===== src/rtl/drive_gpio.sv =====
// Scripted GPIO pad driver: replays queued (delay, value) entries onto the core's
// input bus, looping back pins the core drives as outputs.
module drive_gpio #(
    parameter int unsigned DEPTH       = 16,
    parameter int unsigned DLY_W       = 16,
    parameter logic [7:0]  RESET_VALUE = 8'h00
) (
    input  logic                     CLK_I,
    input  logic                     RST_I,
    input  logic                     LD_STB_I,
    input  logic [DLY_W-1:0]         LD_DELAY_I,
    input  logic [7:0]               LD_VALUE_I,
    output logic                     LD_ACK_O,
    output logic                     FULL_O,
    output logic [$clog2(DEPTH):0]   LEVEL_O,
    input  logic                     START_I,
    input  logic                     ABORT_I,
    output logic                     BUSY_O,
    output logic                     DONE_O,
    output logic [15:0]              APPLIED_O,
    input  logic [7:0]               DIR_I,
    input  logic [7:0]               OUT_I,
    output logic [7:0]               IN_O
);
    localparam int unsigned AW = $clog2(DEPTH);
    localparam int unsigned LW = AW + 1;

    typedef enum logic {ST_IDLE, ST_WAIT} state_t;

    state_t             state_q, state_d;
    logic [DLY_W+7:0]   mem_q [DEPTH];
    logic [AW-1:0]      wr_ptr_q, rd_ptr_q;
    logic [AW:0]        level_q, level_d;
    logic [DLY_W-1:0]   cnt_q, cnt_d;
    logic [7:0]         cur_q, cur_d;
    logic [7:0]         drv_q, drv_d;
    logic [15:0]        applied_q, applied_d;
    logic               done_q, done_d;
    logic               ack_q;
    logic               full, push, pop;
    logic [DLY_W-1:0]   head_dly;
    logic [7:0]         head_val;

    assign full     = (level_q == LW'(DEPTH));
    assign push     = LD_STB_I && !full && !ABORT_I;
    assign head_dly = mem_q[rd_ptr_q][DLY_W+7:8];
    assign head_val = mem_q[rd_ptr_q][7:0];

    always_comb begin
        state_d   = state_q;
        cnt_d     = cnt_q;
        cur_d     = cur_q;
        drv_d     = drv_q;
        applied_d = applied_q;
        done_d    = 1'b0;
        pop       = 1'b0;
        if (ABORT_I) begin
            state_d = ST_IDLE;
            cnt_d   = '0;
        end else begin
            unique case (state_q)
                ST_IDLE: begin
                    if (START_I && level_q != '0) begin
                        pop     = 1'b1;
                        cnt_d   = head_dly;
                        cur_d   = head_val;
                        state_d = ST_WAIT;
                    end
                end
                ST_WAIT: begin
                    if (cnt_q != '0) begin
                        cnt_d = cnt_q - DLY_W'(1);
                    end else begin
                        // Apply edge: chain straight into the next entry when one is queued.
                        drv_d     = cur_q;
                        applied_d = applied_q + 16'd1;
                        if (level_q != '0) begin
                            pop   = 1'b1;
                            cnt_d = head_dly;
                            cur_d = head_val;
                        end else begin
                            state_d = ST_IDLE;
                            done_d  = 1'b1;
                        end
                    end
                end
                default: state_d = ST_IDLE;
            endcase
        end
    end

    always_comb begin
        level_d = level_q;
        if (ABORT_I)
            level_d = '0;
        else if (push && !pop)
            level_d = level_q + LW'(1);
        else if (pop && !push)
            level_d = level_q - LW'(1);
    end

    always_ff @(posedge CLK_I or posedge RST_I) begin
        if (RST_I) begin
            state_q   <= ST_IDLE;
            wr_ptr_q  <= '0;
            rd_ptr_q  <= '0;
            level_q   <= '0;
            cnt_q     <= '0;
            cur_q     <= '0;
            drv_q     <= RESET_VALUE;
            applied_q <= '0;
            done_q    <= 1'b0;
            ack_q     <= 1'b0;
        end else begin
            state_q   <= state_d;
            level_q   <= level_d;
            cnt_q     <= cnt_d;
            cur_q     <= cur_d;
            drv_q     <= drv_d;
            applied_q <= applied_d;
            done_q    <= done_d;
            ack_q     <= push;
            if (ABORT_I) begin
                wr_ptr_q <= '0;
                rd_ptr_q <= '0;
            end else begin
                if (push) wr_ptr_q <= wr_ptr_q + AW'(1);
                if (pop)  rd_ptr_q <= rd_ptr_q + AW'(1);
            end
        end
    end

    always_ff @(posedge CLK_I) begin
        if (push) mem_q[wr_ptr_q] <= {LD_DELAY_I, LD_VALUE_I};
    end

    assign LD_ACK_O  = ack_q;
    assign FULL_O    = full;
    assign LEVEL_O   = level_q;
    assign BUSY_O    = (state_q == ST_WAIT);
    assign DONE_O    = done_q;
    assign APPLIED_O = applied_q;
    assign IN_O      = (DIR_I & OUT_I) | (~DIR_I & drv_q);

endmodule


===== config.mk =====
export PLATFORM = sky130hd
export DESIGN_NAME = drive_gpio
export DESIGN_NICKNAME = d
export VERILOG_FILES = /design/src/rtl/drive_gpio.sv
export SDC_FILE = /design/constraint.sdc
export NUM_CORES = 1
export LEC_CHECK = 0
export CAP_MARGIN = 20
export CORE_ASPECT_RATIO = 0.75
export CORE_MARGIN = 4
export CORE_UTILIZATION = 50
export DETAILED_ROUTE_END_ITERATION = 10
export GPL_TIMING_DRIVEN = 0
export PLACE_DENSITY = 0.68
export SLEW_MARGIN = 25
export SYNTH_ARGS = -nofsm -noshare
export SYNTH_HDL_FRONTEND = slang
export SYNTH_SLANG_ARGS = --single-unit

===== constraint.sdc =====
create_clock -name CLK_I -period 4.5 [get_ports CLK_I]
set_input_delay 0.9 -clock CLK_I [delete_from_list [all_inputs] [get_ports CLK_I]]
set_output_delay 0.9 -clock CLK_I [all_outputs]
set_load 0.03 [all_outputs]

; ---- Word-level counts from Yosys, hierarchy flattened
; Memories as Yosys holds them, arrays and structs flattened.
; Cells that the tools add are included.
; W data, S select, Z words.
[word_totals]
ramBits = 384
wordCells = 77
mem_bits_ro = 0
latchBits = 0
regBits = 64
n_memories = 1
[classes]
n_addsub = 6
n_shift = 0
div = 0
mul = 0
n_reduce_logical = 17
n_lt_le_gt_ge = 0
bitwise = 7
muxes = 30
n_eq_ne = 6
[memory_table]
columns = memory, depth, word_bits, rd, rd_clocked_by_memory_dff, wr, line_no
row1 = mem_q, 16, 24, 1, 0, 1, 31  ; logic [DLY_W+7:0] mem_q [DEPTH];
[op_table]
columns = cell, n
row1 = $mux W16, 4
row2 = $pmux W16 S2, 1
row3 = $mux W8, 3
row4 = $add A16 B1 Y16 const B, 1
row5 = $and A8 B8 Y8, 2
row6 = $mux W4, 4
row7 = $pmux W8 S2, 1
row8 = $reduce_bool A16 Y1, 1
row9 = $sub A16 B1 Y16 const B, 1
row10 = $mux W5, 3
row11 = $mux W1, 12
row12 = $add A4 B1 Y4 const B, 2
row13 = $not A8 Y8, 1
row14 = $or A8 B8 Y8, 1
row15 = $add A5 B1 Y5 const B, 1
row16 = $eq A5 B5 Y1 const B, 1
row17 = $logic_and A1 B1 Y1, 5
row18 = $reduce_bool A5 Y1, 1
row19 = $sub A5 B1 Y5 const B, 1
row20 = $logic_not A1 Y1, 4
row21 = $ne A2 B2 Y1 const B, 2
row22 = $ne A4 B2 Y1 const B, 1
row23 = $pmux W1 S2, 2
row24 = $reduce_and A4 Y1, 1
row25 = 7 further kinds, 10

; ---- Longest topological paths before layout
[logic_depth]
ltp_word = 9
depth_mapped = 13
mapped_depth_nobuf = 12

; ---- Worst setup path after synthesis
; No wires, ideal clock.
[synth_timing]
path_type = input -> register
from = input LD_STB_I
to = memory mem_q[0][0] in the netlist's numbering, enable pin
setup_time_ns = 0.435
setup_slack_ns = 0.664
path_stages = 5
arrival_ns = 3.401
path_cell_list = a21boi_2 > and2_0 > clkbuf_1 > nand2_1 > nor3_1
[synth_between]
elab_chain_cells = 4
[synth_lines]
columns = item, line_no
row1 = start: declaration, 10  ; input logic LD_STB_I,
row2 = $logic_and A1 B1 Y1 (2 in series), 45  ; assign push = LD_STB_I && !full && !ABORT_I;
row3 = net push, 40  ; logic full, push, pop;
row4 = $mux W1, 134  ; if (push) mem_q[wr_ptr_q] <= {LD_DELAY_I, LD_VALUE_I};
row5 = $mux W1 (not written as such), 134
row6 = end: declaration, 31
; The timed path passes the listed nets, and every way through them passes these cells.

; ---- Worst setup path in the final report
[layout_timing]
from = input LD_STB_I
to = register level_q[4] (netlist: LEVEL_O[4])
[layout_between]
elab_chain_cells = 5
[layout_lines]
columns = item, line_no
row1 = $logic_and A1 B1 Y1 * (2 in series), 45
row2 = net push, 40
row3 = $logic_and A1 B1 Y1 or $logic_not A1 Y1 (tied branches), "96, 98"
row4 = $mux W5 or $logic_and A1 B1 Y1 (tied branches), "96, 98"
row5 = $mux W5 or $reduce_bool A3 Y1 (tied branches), n/a
row6 = end signal: assignment, 116  ; level_q <= level_d;
row7 = end: declaration, 33  ; logic [AW:0] level_q, level_d;
; The timed path passes the listed nets; every way through them passes the cells marked *.
; A chain may end at the register's enable or synchronous reset.

==> flow_summary.json <==
{
  "status": "complete, no violations",
  "cpMaxStageDelayCell": "fa_1",
  "cts_sinks": 448,
  "io_buffers": 77,
  "wl_microns": 40670,
  "num_rows": 59,
  "setup_viol": 0,
  "worstMarginPinSlew_ns": 1.026,
  "cts_tree": "built",
  "path_clk_slew_ns": 0.06,
  "p_per_area_nw_per_um2": 515.9,
  "first_global_vias": 9370,
  "rr_startpoint": "cnt_q[0]",
  "die_h_microns": 172.5,
  "final_nets": 1107,
  "async_flop_share": 0.1429,
  "hold_slack_ns": 0.4743,
  "hp-class": "register to register",
  "final-hold-violation-count": 0,
  "postLayoutCoreUtil": 0.6060,
  "max_cap_viol_count": 0,
  "grtUsageTotal": 0.2085,
  "drc": 0,
  "min_path_cells": 1,
  "rrSetupSlack_ns": 0.91,
  "crit_fanout": 10,
  "antenna_found_initial": 1,
  "relSlewSlack": 0.3157,
  "min_to": "APPLIED_O[15]",
  "dp_hpwl_microns": 27040,
  "die_x_microns": 227.4,
  "synthesis.nets": 957,
  "postCtsSetupBuffers": 0,
  "cts_inserted_buffers": 42,
  "syn_to_final_growth_pct": 18.01,
  "period_minus_slack_ns": 3.685,
  "vias": 9406,
  "rr_worst_depth": 12,
  "crit_chain": "clkdlybuf4s50_1 -> a21boi_2 -> and2_0 -> clkbuf_1 -> o21ai_0 -> fa_1 -> a21o_1 -> a21oi_1 -> mux2i_1 -> mux2_1",
  "synth_commonest_cells": "384 x edfxtp_1, 120 x mux4_2, 64 x dfrtp_1, 33 x nand2_1, 32 x nor2_1",
  "synth_most_common_cell": "edfxtp_1",
  "worstReg2RegEnd": "LEVEL_O[4]",
  "coreArea_sq_um": 35140,
  "antenna_left": 0,
  "tns_ns": 0,
  "yosys.area.top_type_share": 0.6390,
  "nFillCells": 2497,
  "syn_avg_cell_area_sq_um": 20.07,
  "dr.pass1.iters": 6,
  "slowest_delay_ns": 0.52,
  "cts.hold.buffers_added": 0,
  "synth_seq_cells": 448,
  "synth_area_leaders": "edfxtp_1 64%, mux4_2 15%, dfrtp_1 8.9%",
  "synth_flop_cell": "edfxtp_1",
  "clock.fmax_mhz": 271.4,
  "synthCells": 899,
  "yosysWarnings": 0,
  "cp-end-kind": "register",
  "power_leakage_nw": 6.960,
  "fin_crit_sh": 0.8189,
  "boundaryPins": 78,
  "peakVddDrop_mv": 0.3149,
  "critical_path.top_delay_family": "compound AO/OA/AOI/OAI gates",
  "path_class": "input port to register",
  "grt_max_degree": 41,
  "drive_gt1_frac": 0.2535,
  "rsz0062_at_grt": "no",
  "root_buffer": "clkbuf_16",
  "start_util": 0.5135,
  "viasPerCell": 6.116,
  "htree_num_levels": 2,
  "path_buf_inv": 2,
  "gp_congestion": 0.8711,
  "synth_area_sq_um": 18040,
  "worstPathArrival_ns": 4.11,
  "die_area_sq_um": 39220,
  "hold_start": "APPLIED_O[15]",
  "yosys.area.top_type": "edfxtp_1",
  "seq_area_frac_synth": 0.7278,
  "wl_per_cell_microns": 26.44,
  "cts_resized": 0,
  "crit_start": "LD_STB_I",
  "grt_overflow": 0,
  "grt_pass1_wl_microns": 61000,
  "total_power_mw": 10.99,
  "antenna_cells": 0,
  "ys_types": 57,
  "drt_iter0_drc": 1072,
  "final.setup_skew_ns": 0.01889,
  "clk_path_buf_depth": 3,
  "drv_slew": 0,
  "cp_data_required_time_ns": 4.93,
  "clk_latency_ns": 0.55,
  "start_kind": "input port",
  "synth_edf_count": 384
}
-- final cells by class --
| class | count | area, sq um | area share |
|---|---|---|---|
| Inverter | 9 | 36.28 | 0.001704 |
| Sequential cell | 448 | 13130 | 0.6167 |
| Tap cell | 457 | 571.8 | 0.02685 |
| Multi-Input combinational cell | 395 | 4753 | 0.2232 |
| Clock inverter | 13 | 141.4 | 0.006639 |
| Buffer | 47 | 236.5 | 0.01110 |
| Clock buffer | 63 | 1160 | 0.05447 |
| Timing Repair Buffer | 106 | 1264 | 0.05934 |
-- per-layer routing --
layer | up-vias | share of wire | global-route usage
met2 | 340 | 0.46 | 0.3112
met5 | - | 0.00030 | 0
li1 | 3988 | - | -
met4 | 2 | 0.016 | 0.03856
met3 | 53 | 0.066 | 0.03493
met1 | 5023 | 0.46 | 0.3326
-- worst max-delay path by stage --
stage / depth (start not counted) / endpoint / slack [ns]
floorplan: 5 / mem_q[0][0] / 0.66
global placement: 6 / mem_q[2][9] / -2.77
detailed placement: 10 / LEVEL_O[4] / 0.25
CTS: 10 / LEVEL_O[4] / 0.82
global route: 10 / LEVEL_O[4] / 0.68
finish: 10 / LEVEL_O[4] / 0.82
-- kinds of logic (layout without fill, tap and decap cells) --
logic type / count (synthesis) / in the layout / share of synthesized area
xor gates and xnor gates: 20 / 20 / 0.009708
muxes: 148 / 148 / 0.1672
and+or+nand+nor: 155 / 155 / 0.04812
adders and majority gates: 13 / 13 / 0.009430
AOI/OAI and AO/OA: 59 / 59 / 0.02288
buffers and inverters: 56 / 238 / 0.01491
DFF: 448 / 448 / 0.7278
-- per-stage QoR --
stage                     cell area (sq um)  setup WS (ns)  cells
after floorplan                       18040         0.6637    899
after global placement                19390         -2.768   1433
after detailed placement              19990         0.2495   1462
after CTS                             21300         0.8166   1538
after global routing                  21300         0.6771   1538
final                                 21300         0.8151   1538
-- worst register-to-register path: stages (launching register included) --
cell and delay, ns:
dfrtp_1 0.42, inv_1 0.08, ha_1 0.22, nor4b_4 0.15, and4_1 0.20, buf_4 0.16
a21oi_1 0.39, o21ai_0 0.36, fa_1 0.52, a21o_1 0.21, a21oi_1 0.19, mux2i_1 0.23
mux2_1 0.35
-- power breakdown --
part,internal (mW),switching [mW],total [mW]
registers,4.74,0.204,4.94
logic,1.22,1.42,2.64
clock network,1.95,1.45,3.40
-- flip-flops by register name, indices dropped and copies added (netlist names) --
| signal | count |
|---|---|
| APPLIED_O | 16 |
| BUSY_O | 1 |
| DONE_O | 1 |
| LD_ACK_O | 1 |
| LEVEL_O | 5 |
| cnt_q | 16 |
| cur_q | 8 |
| drv_q | 8 |
| mem_q | 384 |
| rd_ptr_q | 4 |
| wr_ptr_q | 4 |
-- placed cells by master, fill, tap and decap left out, drive strengths merged, types with 23 or more instances in the layout --
master         netlist  layout
buf                 21      50
nor2                33      33
mux4               120     120
dfrtp               64      64
mux2                27      27
nor3                29      29
o21ai               23      23
edfxtp             384     384
clkbuf              26      89
clkdlybuf4s50        0      77
nand2               33      33
Note: power is estimated with default switching activity, not from simulation.
